==> src/rtl/uart_host.sv <==
// Host-side initiator for the regfile UART link: serialises 18-bit write/read packets on posi
// and deserialises read replies from piso, reporting each transaction with a one-cycle response.
module uart_host #(
  parameter int CLKS_PER_BIT = 16,
  parameter int GAP_BITS     = 2,
  parameter int TIMEOUT_CLKS = 4096
) (
  input  logic       clk,
  input  logic       reset,
  input  logic       cmd_valid,
  output logic       cmd_ready,
  input  logic       cmd_write,
  input  logic [7:0] cmd_addr,
  input  logic [7:0] cmd_wdata,
  output logic       rsp_valid,
  output logic [7:0] rsp_rdata,
  output logic [1:0] rsp_status,
  output logic       busy,
  output logic       posi,
  input  logic       piso,
  output logic [2:0] fsm_state
);
  localparam int CW = (CLKS_PER_BIT > 1) ? $clog2(CLKS_PER_BIT) : 1;
  localparam int TW = (TIMEOUT_CLKS > 1) ? $clog2(TIMEOUT_CLKS) : 1;
  localparam logic [CW-1:0] CLK_LAST = CW'(CLKS_PER_BIT - 1);
  localparam logic [CW-1:0] CLK_MID  = CW'(CLKS_PER_BIT / 2 - 1);
  localparam logic [4:0]    GAP_LAST = 5'(GAP_BITS - 1);
  localparam logic [TW-1:0] TO_LAST  = TW'(TIMEOUT_CLKS - 1);
  localparam logic [1:0] ST_OK = 2'b00, ST_PAR = 2'b01, ST_FRM = 2'b10, ST_TO = 2'b11;

  typedef enum logic [2:0] {S_IDLE, S_TX, S_GAP, S_WAIT, S_RX, S_DONE} state_t;

  state_t          state, next_state;
  logic            armed;
  logic            wr_q;
  logic [7:0]      addr_q;
  logic [18:0]     tx_shift;
  logic [17:0]     rx_shift;
  logic [CW-1:0]   clk_cnt;
  logic [4:0]      bit_cnt;
  logic [TW-1:0]   to_cnt;
  logic            piso_s1, piso_s2, piso_d;
  logic            bit_end, mid_bit, piso_fall, accept;
  logic            rx_frame_bad, rx_par_bad;

  assign bit_end   = (clk_cnt == CLK_LAST);
  assign mid_bit   = (clk_cnt == CLK_MID);
  assign piso_fall = piso_d & ~piso_s2;
  // Command handshake: a command transfers on a rising clk edge where cmd_valid && cmd_ready;
  // cmd_ready then stays low until the cycle after that command's rsp_valid pulse.
  assign accept    = cmd_valid & cmd_ready;
  // Evaluated at the stop-bit sample, so piso_s2 is the stop bit itself.
  assign rx_frame_bad = ~piso_s2 | rx_shift[0] | (rx_shift[16:9] != addr_q);
  assign rx_par_bad   = ((~^rx_shift[16:0]) != rx_shift[17]);
  assign fsm_state    = state;

  always_ff @(posedge clk or posedge reset) begin
    if (reset) state <= S_IDLE;
    else       state <= next_state;
  end

  always_comb begin
    next_state = state;
    cmd_ready  = 1'b0;
    rsp_valid  = 1'b0;
    busy       = 1'b0;
    case (state)
      S_IDLE: begin
        cmd_ready = armed;
        if (cmd_valid && armed) next_state = S_TX;
      end
      S_TX: begin
        busy = 1'b1;
        if (bit_end && bit_cnt == 5'd19) next_state = S_GAP;
      end
      S_GAP: begin
        busy = 1'b1;
        if (bit_end && bit_cnt == GAP_LAST) next_state = wr_q ? S_DONE : S_WAIT;
      end
      S_WAIT: begin
        busy = 1'b1;
        if (piso_fall)              next_state = S_RX;
        else if (to_cnt == TO_LAST) next_state = S_DONE;
      end
      S_RX: begin
        busy = 1'b1;
        if (mid_bit && ((bit_cnt == 5'd0 && piso_s2) || bit_cnt == 5'd19)) next_state = S_DONE;
      end
      S_DONE: begin
        rsp_valid  = 1'b1;
        next_state = S_IDLE;
      end
      default: next_state = S_IDLE;
    endcase
  end

  always_ff @(posedge clk or posedge reset) begin
    if (reset) begin
      armed      <= 1'b0;
      posi       <= 1'b1;
      wr_q       <= 1'b0;
      addr_q     <= '0;
      tx_shift   <= '0;
      rx_shift   <= '0;
      clk_cnt    <= '0;
      bit_cnt    <= '0;
      to_cnt     <= '0;
      piso_s1    <= 1'b1;
      piso_s2    <= 1'b1;
      piso_d     <= 1'b1;
      rsp_rdata  <= '0;
      rsp_status <= ST_OK;
    end else begin
      armed   <= 1'b1;
      piso_s1 <= piso;
      piso_s2 <= piso_s1;
      piso_d  <= piso_s2;
      case (state)
        S_IDLE: begin
          if (accept) begin
            wr_q     <= cmd_write;
            addr_q   <= cmd_addr;
            posi     <= 1'b0;
            tx_shift <= {1'b1, ~^{cmd_addr, cmd_wdata, cmd_write}, cmd_addr, cmd_wdata, cmd_write};
            clk_cnt  <= '0;
            bit_cnt  <= '0;
          end
        end
        S_TX: begin
          if (bit_end) begin
            clk_cnt <= '0;
            if (bit_cnt == 5'd19) begin
              bit_cnt <= '0;
              posi    <= 1'b1;
            end else begin
              bit_cnt  <= bit_cnt + 5'd1;
              posi     <= tx_shift[0];
              tx_shift <= {1'b1, tx_shift[18:1]};
            end
          end else begin
            clk_cnt <= clk_cnt + 1'b1;
          end
        end
        S_GAP: begin
          to_cnt   <= '0;
          rx_shift <= '0;
          if (bit_end) begin
            clk_cnt <= '0;
            bit_cnt <= bit_cnt + 5'd1;
            if (bit_cnt == GAP_LAST && wr_q) begin
              rsp_rdata  <= '0;
              rsp_status <= ST_OK;
            end
          end else begin
            clk_cnt <= clk_cnt + 1'b1;
          end
        end
        S_WAIT: begin
          if (piso_fall) begin
            clk_cnt <= '0;
            bit_cnt <= '0;
          end else if (to_cnt == TO_LAST) begin
            rsp_rdata  <= '0;
            rsp_status <= ST_TO;
          end else begin
            to_cnt <= to_cnt + 1'b1;
          end
        end
        S_RX: begin
          clk_cnt <= bit_end ? '0 : clk_cnt + 1'b1;
          if (mid_bit) begin
            bit_cnt <= bit_cnt + 5'd1;
            if (bit_cnt == 5'd0) begin
              if (piso_s2) begin
                rsp_rdata  <= rx_shift[8:1];
                rsp_status <= ST_FRM;
              end
            end else if (bit_cnt == 5'd19) begin
              rsp_rdata  <= rx_shift[8:1];
              rsp_status <= rx_frame_bad ? ST_FRM : (rx_par_bad ? ST_PAR : ST_OK);
            end else begin
              rx_shift <= {piso_s2, rx_shift[17:1]};
            end
          end
        end
        default: ;
      endcase
    end
  end
endmodule

==> config.mk <==
export PLATFORM = sky130hd
export DESIGN_NAME = uart_host
export DESIGN_NICKNAME = d
export VERILOG_FILES = /design/src/rtl/uart_host.sv
export SDC_FILE = /design/constraint.sdc
export NUM_CORES = 1
export LEC_CHECK = 0
export ABC_CLOCK_PERIOD_IN_PS = 5400
export BUFFER_PORTS_ARGS = -buffer_cell sky130_fd_sc_hd__buf_2
export CAP_MARGIN = 20
export CORE_ASPECT_RATIO = 0.9
export CORE_MARGIN = 2
export CORE_UTILIZATION = 45
export DETAILED_ROUTE_END_ITERATION = 7
export HOLD_SLACK_MARGIN = 0.02
export PLACE_DENSITY = 0.74
export RECOVER_POWER = 100
export SETUP_SLACK_MARGIN = 0.1
export SLEW_MARGIN = 20
export SYNTH_ARGS = -nofsm -noshare
export SYNTH_HDL_FRONTEND = slang
export SYNTH_SLANG_ARGS = --single-unit
==> constraint.sdc <==
create_clock -name clk -period 5.4 [get_ports clk]
set_input_delay 0.27 -clock clk [delete_from_list [all_inputs] [get_ports clk]]
set_output_delay 0.27 -clock clk [all_outputs]
set_load 0.1 [all_outputs]
==> flow_summary_export.csv, run 1 <==
group,metric,value,unit
drt,vias,3213,
worst_hold_path,hold_class,"in2async",
floorplan,initial_core_util,46.0,%
run_status,status,"complete, but fails checks",
setup_path,arrival,3.94,ns
floorplan,dieArea,10700,um2
clocking,cts.htree.levels,3,
setup_path,crit_fanout,16,
floorplan,pin_count,38,
drt,antenna_left,0,
clocking,insertion_delay,0.36,ns
synthesis,ys_ff_latch,85,
sta,rsz0062_at_grt,"no",
setup_path,crit_slowest_cell,"nor3b_1",
flow_run,drv_cap,1,
clocking,post_cts_buffers,0,
sta,setup_viol,0,
placement,dp_hpwl,5.92,mm
setup_path,critPathMaxStageDelay,1.63,ns
drt,wl_met1,4.06,mm
clocking,ctsHoldBuffers,1,
drt,wl_met3,458,um
clocking,cts_tree,"built",
cells_and_area,multi_input_area,2160,um2
sta,tns,0,ns
synthesis,synth_top_family_by_area,"simple AND/OR/NAND/NOR gates",
floorplan,die_h,98.3,um
cells_and_area,nFillCells,875,
power_and_ir_drop,power,2480,uW
cells_and_area,regArea,2130,um2
global_routing,grt_use_total,17.8,%
synthesis,synth_flop_cell,"dfrtp_1",
sta,fmax,271,MHz
setup_path,worst-path-buf-inv,0,
synthesis,yosys.area_share.xor_xnor,10.5,%
global_routing,grt-ovfl-total,0,
power_and_ir_drop,power_density,503,nW/um2
synthesis,synth-simple-area-share,15.9,%
clocking,cts_resized,0,
synthesis,synth_top_area_share,45.6,%
synthesis,synthArstFlopShare,100,%
sta,max_slew_margin,-35.3,%
clocking,cts_max_path_buffers,2,
placement,port_buffers,37,
floorplan,core_area,9660,um2
sta,finClkSkew,0.00851,ns
drt,first_pass_iters,4,
clocking,numCtsBuffers,9,
cells_and_area,diodes,0,
clocking,path_clk_slew,0.09,ns
sta,slew_violations,17,
drt,via_per_inst,5.35,
synthesis,yosys-top-cells-area,"dfrtp_1, xnor2_1, mux2i_1",
run_status,violations,"capacitance limit, slew limit",
synthesis,synth_edf_count,0,
synthesis,syn_area,4450,um2
setup_path,start_kind,"flop",
setup_path,critPathCaptureType,"flop",
synthesis,synth_cell_type_count,51,
floorplan,std_cell_rows,34,
synthesis,yosysTopAreaCell,"dfrtp_1",
drt,met2_length,4.04,mm
cells_and_area,fin_nets,496,
global_routing,antenna_found_initial,0,
clocking,cts_num_sinks,85,
setup_path,crit_family,"simple AND/OR/NAND/NOR gates",
sta,layout_worst_path_cycle_share,68.5,%
synthesis,yosys_warnings,0,
global_routing,grt_max_degree,86,
synthesis,synth_compound_area_share,10.6,%
synthesis,seq_area_frac_synth,47.9,%
synthesis,synthAdderAreaFrac,1.41,%
drt,wirelength,8.65,mm
setup_path,r2r_start,"fsm_state[1]",
power_and_ir_drop,irDropWorstVdd,0.339,mV
cells_and_area,drive_gt1_share,13.5,%
synthesis,syn_nets,463,
cells_and_area,fin_cells,601,
setup_path,crit_start,"fsm_state[1]",
power_and_ir_drop,p_leak,0.00213,uW
synthesis,syn_avg_cell_area,10.2,um2
drt,drcViolationCount,0,
synthesis,synth.area.mux_share,10.4,%
placement,place_inst,584,
placement,routabilityCongestion,0.803,
global_routing,grt_pass1_wl,15.1,mm
sta,tightest_slew,2.02,ns
global_routing,grt_pass1_vias,3162,
setup_path,worstPathCellList,"nor3b_1, o22ai_1, nand2_4, mux2_1",
floorplan,die_width,109,um
clocking,clockRootBuffer,"clkbuf_8",
drt,wl_per_cell,14.4,um
drt,drtIter0Drc,166,
setup_path,crit_type,"reg2reg",
cells_and_area,syn2layout_area_growth,11.0,%
sta,fin_crit,3.70,ns
sta,hold_viol,0,
synthesis,syn_inst,437,
drt,dr.max_layer_used,"met4",
setup_path,required,5.64,ns
==> path summary, 6_finish.rpt <==
check | endpoint | slack [ns] | cells after the start
setup / recovery | rsp_rdata[0] | 1.70 | 4
hold / removal | fsm_state[0] | 0.14 | 3
setup reg to reg | rsp_rdata[0] | 1.70 | 4
hold reg to reg | piso_s2 | 0.37 | 0
max in group asynchronous | rx_shift[16] | 4.75 | 3
min in group clk | wr_q | 0.18 | 2
==> synth_stat cells (2+ instances only) <==
master    instances
dfrtp_1          81
and2_1            4
xnor2_1          31
o21a_1            2
a21o_1            2
mux2i_1          23
o31ai_1           5
a21oi_1          20
a22o_1            2
nand3_1           8
and3_1            5
o21ai_0          29
xnor3_1           2
or2_2             3
nand3b_1          2
nand2_1          53
inv_1            12
mux2_4            5
ha_1              5
a31oi_1           5
buf_2             9
nand2b_1          3
clkbuf_1          9
nor2b_1           3
nor3_1            6
nor3b_1           3
nand4_1           6
a211o_1           3
nor4_1            3
dfstp_2           4
nor2_1           40
mux2_2           14
xor2_1           17
==> placed cells by master, fill, tap and decap left out, drive strengths merged, types with 4 or more instances in the layout <==
cell type  netlist  layout
a21oi           20      20
a31oi            5       5
and2             4       4
and3             5       5
buf             11      21
clkbuf           9      30
dfrtp           81      81
dfstp            4       4
ha               5       5
inv             12      11
mux2            19      19
mux2i           23      23
nand2           54      54
nand3            8       8
nand4            6       6
nor2            40      40
nor3             7       7
nor3b            4       4
o21ai           30      30
o31ai            5       5
or2              4       4
xnor2           31      31
xor2            17      17
==> metrics by stage <==
stage          setup slack, ns  cell area [um2]  hold slack (ns)  utilization (%)
2_1_floorplan             1.21             4450            0.274                -
3_3_place_gp              2.79             4750            0.346             49.1
3_5_place_dp              2.59             4750            0.349             49.1
4_1_cts                   2.59             5000            0.163             51.8
5_1_grt                   1.37             4940            0.169             51.1
6_report                  1.70             4940            0.137             51.1
==> worst reg2reg max path: cells and delay by family (launching register included) <==
family	cells	cell delay [ns]
AND/OR/NAND/NOR	2	1.94
flip-flops	1	0.68
AO/OA/AOI/OAI	1	0.60
multiplexers	1	0.35
==> report_power, final <==
part	total [uW]	switching, uW	leakage [uW]	internal, uW
Sequential	948	152	0.00108	796
Clock	549	230	0.000119	319
Combinational	986	644	0.000931	341
Total	2480	1030	0.00213	1460
==> per-layer routing <==
| metal | GRT usage, % | vias to the layer above |
|---|---|---|
| met1 | 23.7 | 1568 |
| met4 | 5.42 | 0 |
| li1 | - | 1555 |
| met5 | 0 | - |
| met2 | 27.7 | 77 |
| met3 | 5.94 | 13 |
==> layout make-up <==
| type | instances | area share [%] |
|---|---|---|
| Multi-Input combinational cell | 320 | 43.7 |
| Sequential cell | 85 | 43.2 |
| Timing Repair Buffer | 42 | 3.98 |
| Tap cell | 126 | 3.19 |
| Clock buffer | 10 | 2.79 |
| Clock inverter | 6 | 2.23 |
| Inverter | 12 | 0.938 |
==> kinds of logic after synthesis <==
family,Yosys count
other cells,1
compound gates,75
flops,85
xor+xnor,50
buf+inv,32
simple gates,147
fa+ha+maj,5
mux,42
==> sequential cells by signal, summed over array words and instances (netlist names) <==
register,flops
tx_shift,19
rx_shift,18
to_cnt,12
addr_q,8
rsp_rdata,8
bit_cnt,5
clk_cnt,4
fsm_state,3
rsp_status,2
armed,1
piso_d,1
piso_s1,1
piso_s2,1
posi,1
wr_q,1
No activity file was read; power rests on OpenSTA's default activity.
==> run 2: changes to the inputs <==
--- a/config.mk
+++ b/config.mk
@@ -5,7 +5,8 @@
 export SDC_FILE = /design/constraint.sdc
 export NUM_CORES = 1
 export LEC_CHECK = 0
-export ABC_CLOCK_PERIOD_IN_PS = 5400
+export ABC_AREA = 1
+export ABC_CLOCK_PERIOD_IN_PS = 3330
 export BUFFER_PORTS_ARGS = -buffer_cell sky130_fd_sc_hd__buf_2
 export CAP_MARGIN = 20
 export CORE_ASPECT_RATIO = 0.9
@@ -13,7 +14,7 @@
 export CORE_UTILIZATION = 45
 export DETAILED_ROUTE_END_ITERATION = 7
 export HOLD_SLACK_MARGIN = 0.02
-export PLACE_DENSITY = 0.74
+export PLACE_DENSITY = 0.76
 export RECOVER_POWER = 100
 export SETUP_SLACK_MARGIN = 0.1
 export SLEW_MARGIN = 20
==> constraint.sdc (replaced) <==
create_clock -name clk -period 3.33 [get_ports clk]
set_input_delay 0.1665 -clock clk [delete_from_list [all_inputs] [get_ports clk]]
set_output_delay 0.1665 -clock clk [all_outputs]
set_load 0.1 [all_outputs]
==> flow_summary_export.csv, run 2 <==
group,metric,value,unit
drt,vias,4210,
placement,place_inst,803,
synthesis,ys_ff_latch,85,
synthesis,yosys_warnings,0,
floorplan,initial_core_util,45.8,%
setup_path,r2r_start,"fsm_state[2]",
power_and_ir_drop,netSwitchingFraction,46.6,%
synthesis,synthArstFlopShare,100,%
synthesis,synth_cell_type_count,40,
power_and_ir_drop,power_density,827,nW/um2
synthesis,synthTopCellsByCount,"nand2_1, inv_1, dfrtp_1",
sta,worst_slack,0.602,ns
global_routing,grt_max_degree,58,
sta,fmax,367,MHz
worst_hold_path,holdCritStartpoint,"cmd_addr[1]",
setup_path,crit_type,"reg2out",
sta,hold_viol,0,
cells_and_area,layout_commonest_cell,"nand2_1",
setup_path,worst-path-buf-inv,3,
cells_and_area,drive_gt1_share,8.58,%
placement,routabilityCongestion,0.855,
sta,setup_viol,0,
synthesis,syn_area,4910,um2
cells_and_area,top_regs,"tx_shift: 19 flops, rx_shift: 18 flops, to_cnt: 12 flops",
floorplan,std_cell_rows,36,
sta,fin_crit,2.73,ns
clocking,cts_num_sinks,85,
cells_and_area,largest-register,"tx_shift",
cells_and_area,fin_nets,709,
clocking,path_clk_slew,0.06,ns
sta,tightest_slew,2.12,ns
cells_and_area,fin_cells,821,
drt,first_pass_iters,6,
synthesis,yosysTopAreaCell,"dfrtp_1",
run_status,violations,"capacitance limit, slew limit",
cells_and_area,syn2layout_area_growth,9.42,%
sta,layout_worst_path_cycle_share,81.9,%
floorplan,pin_count,38,
cells_and_area,final_cell_mix,"nand2_1, inv_1, dfrtp_1",
synthesis,syn_inst,645,
synthesis,synth_top_area_share,41.3,%
setup_path,r2r_slack,0.69,ns
floorplan,die_h,103,um
global_routing,grt-ovfl-total,0,
drt,wl_per_cell,12.9,um
global_routing,grt_use_total,19.7,%
power_and_ir_drop,p_leak,0.00263,uW
cells_and_area,diodes,0,
placement,dp_hpwl,7.78,mm
power_and_ir_drop,p_switching,2070,uW
run_status,status,"complete, but fails checks",
clocking,post_cts_buffers,0,
placement,dp_worst_setup_slack,1.03,ns
floorplan,core_area,10700,um2
power_and_ir_drop,p_int,2370,uW
clocking,cts.htree.levels,3,
setup_path,arrival,2.56,ns
power_and_ir_drop,pwr-share-clk,22.5,%
worst_hold_path,hold_class,"in2reg",
sta,finClkSkew,0.00786,ns
setup_path,start_kind,"flop",
setup_path,regToRegEndpoint,"bit_cnt[4]",
synthesis,seq_area_frac_synth,43.4,%
worst_hold_path,hold_depth,3,
drt,via_per_inst,5.13,
synthesis,syn_avg_cell_area,7.62,um2
clocking,cts_tree,"built",
setup_path,crit_family,"buffers and inverters",
power_and_ir_drop,irDropWorstVdd,1.04,mV
worst_hold_path,holdPathEnd,"addr_q[1]",
synthesis,synth.most_common_cell,"nand2_1",
clocking,insertion_delay,0.34,ns
drt,antenna_left,0,
sta,slew_violations,58,
sta,rsz0062_at_grt,"no",
drt,drtIter0Drc,286,
setup_path,required,3.16,ns
floorplan,dieArea,11800,um2
setup_path,critPathCaptureType,"output port",
clocking,clockRootBuffer,"clkbuf_16",
setup_path,crit_fanout,6,
clocking,cts_max_path_buffers,2,
synthesis,synth_edf_count,0,
setup_path,r2r_cells,10,
setup_path,crit_slowest_cell,"clkbuf_1",
sta,max_slew_margin,-41.5,%
synthesis,synth_flop_cell,"dfrtp_1",
power_and_ir_drop,pwr-share-comb,44.7,%
clocking,numCtsBuffers,9,
global_routing,grt_pass1_vias,4044,
cells_and_area,largest_reg_flops,19,
global_routing,grt_pass1_wl,18.5,mm
flow_run,drv_cap,1,
sta,tns,0,ns
drt,drcViolationCount,0,
floorplan,die_width,114,um
setup_path,critPathMaxStageDelay,0.88,ns
placement,port_buffers,37,
synthesis,syn_nets,671,
drt,wirelength,10.6,mm
setup_path,worstPathCellList,"inv_1, nand3_1, nand2_1, inv_1, nand3_1, clkbuf_1",
synthesis,yosys-top-cells-area,"dfrtp_1, nand2_1, inv_1",
power_and_ir_drop,pwr-share-seq,32.8,%
global_routing,antenna_found_initial,0,
==> run 2: changes by cell type after synthesis, sizes merged, moves of 4 or more <==
cell	previous run	this run
and2	4	0
and3	5	0
clkbuf	9	3
inv	12	93
mux2	19	0
mux2i	23	0
nand2	54	215
nand3	8	41
o211ai	0	16
o21ai	30	68
or2	4	0
xnor2	31	9
==> run 2: cells by family after synthesis <==
logic type / count (synthesis) / synth area share, %
flip-flops: 85 / 43.4
other: 1 / 0.0763
AND/OR/NAND/NOR: 307 / 27.4
adder cells (fa/ha/maj): 5 / 1.27
buffers and inverters: 107 / 8.99
AO/OA/AOI/OAI: 116 / 14.5
XOR/XNOR: 24 / 4.28
==> run 2: repair_timing <==
| action | CTS | global route |
|---|---|---|
| endpoints found under the hold margin | 1 | 37 |
| hold buffers | 1 | 1 |
| resized for setup | 0 | 0 |
==> run 2: layer usage <==
metal	global-route usage [%]	routed length, um	share of wire [%]	vias up
met5	0	0	0	-
met4	7.22	178	1.7	0
met3	4.41	352	3.3	14
met2	33.8	5050	48	87
met1	24.7	5050	47	1985
li1	-	-	-	2124
==> run 2: worst max path at each step <==
| stage | from | to | slack (ns) | depth (start not counted) |
|---|---|---|---|---|
| CTS | fsm_state[2] | tx_shift[12] | 1.01 | 8 |
| detailed placement | fsm_state[2] | tx_shift[9] | 1.03 | 8 |
| floorplan | fsm_state[1] | bit_cnt[3] | 0.64 | 10 |
| global route | fsm_state[2] | bit_cnt[4] | 0.40 | 10 |
| global placement | fsm_state[2] | tx_shift[8] | 1.16 | 8 |
| finish | fsm_state[2] | busy | 0.60 | 6 |
==> run 2: layout make-up <==
type	instances	area, um2
fill	1079	5350
clock inverter	5	60.1
sequential	85	2130
clock buffer	11	233
timing repair buffer	40	191
tap	133	166
inverter	94	357
multi-input combinational	453	2240
==> run 2: worst register-to-register path, cell delays in order, from the launching register on <==
cell      delay, ns
dfrtp_1        0.46
inv_1          0.19
nand3_1        0.38
inv_2          0.57
nand2_2        0.16
inv_1          0.12
nor2_1         0.05
nand2_1        0.19
clkinv_2       0.15
o21ai_0        0.11
o21ai_0        0.12
==> run 2: power groups by stage <==
stage | sequential (uW) | clock [uW] | combinational (uW)
floorplan | 1650 | 0 | 1580
global placement | 1460 | 0 | 2010
detailed placement | 1480 | 0 | 2090
CTS | 1460 | 1020 | 2100
global route | 1480 | 1060 | 2240
finish | 1460 | 1000 | 1990
==> run 2: metrics by stage <==
stage / total power [uW] / util [%] / hold WS [ns] / area, um2
after floorplan: 3230 / - / 0.171 / 4920
after global placement: 3470 / 48.4 / 0.272 / 5190
after detailed placement: 3570 / 48.4 / 0.275 / 5190
after CTS: 4590 / 51.3 / 0.0381 / 5500
after global routing: 4780 / 50.1 / 0.103 / 5380
final: 4440 / 50.1 / 0.0812 / 5380
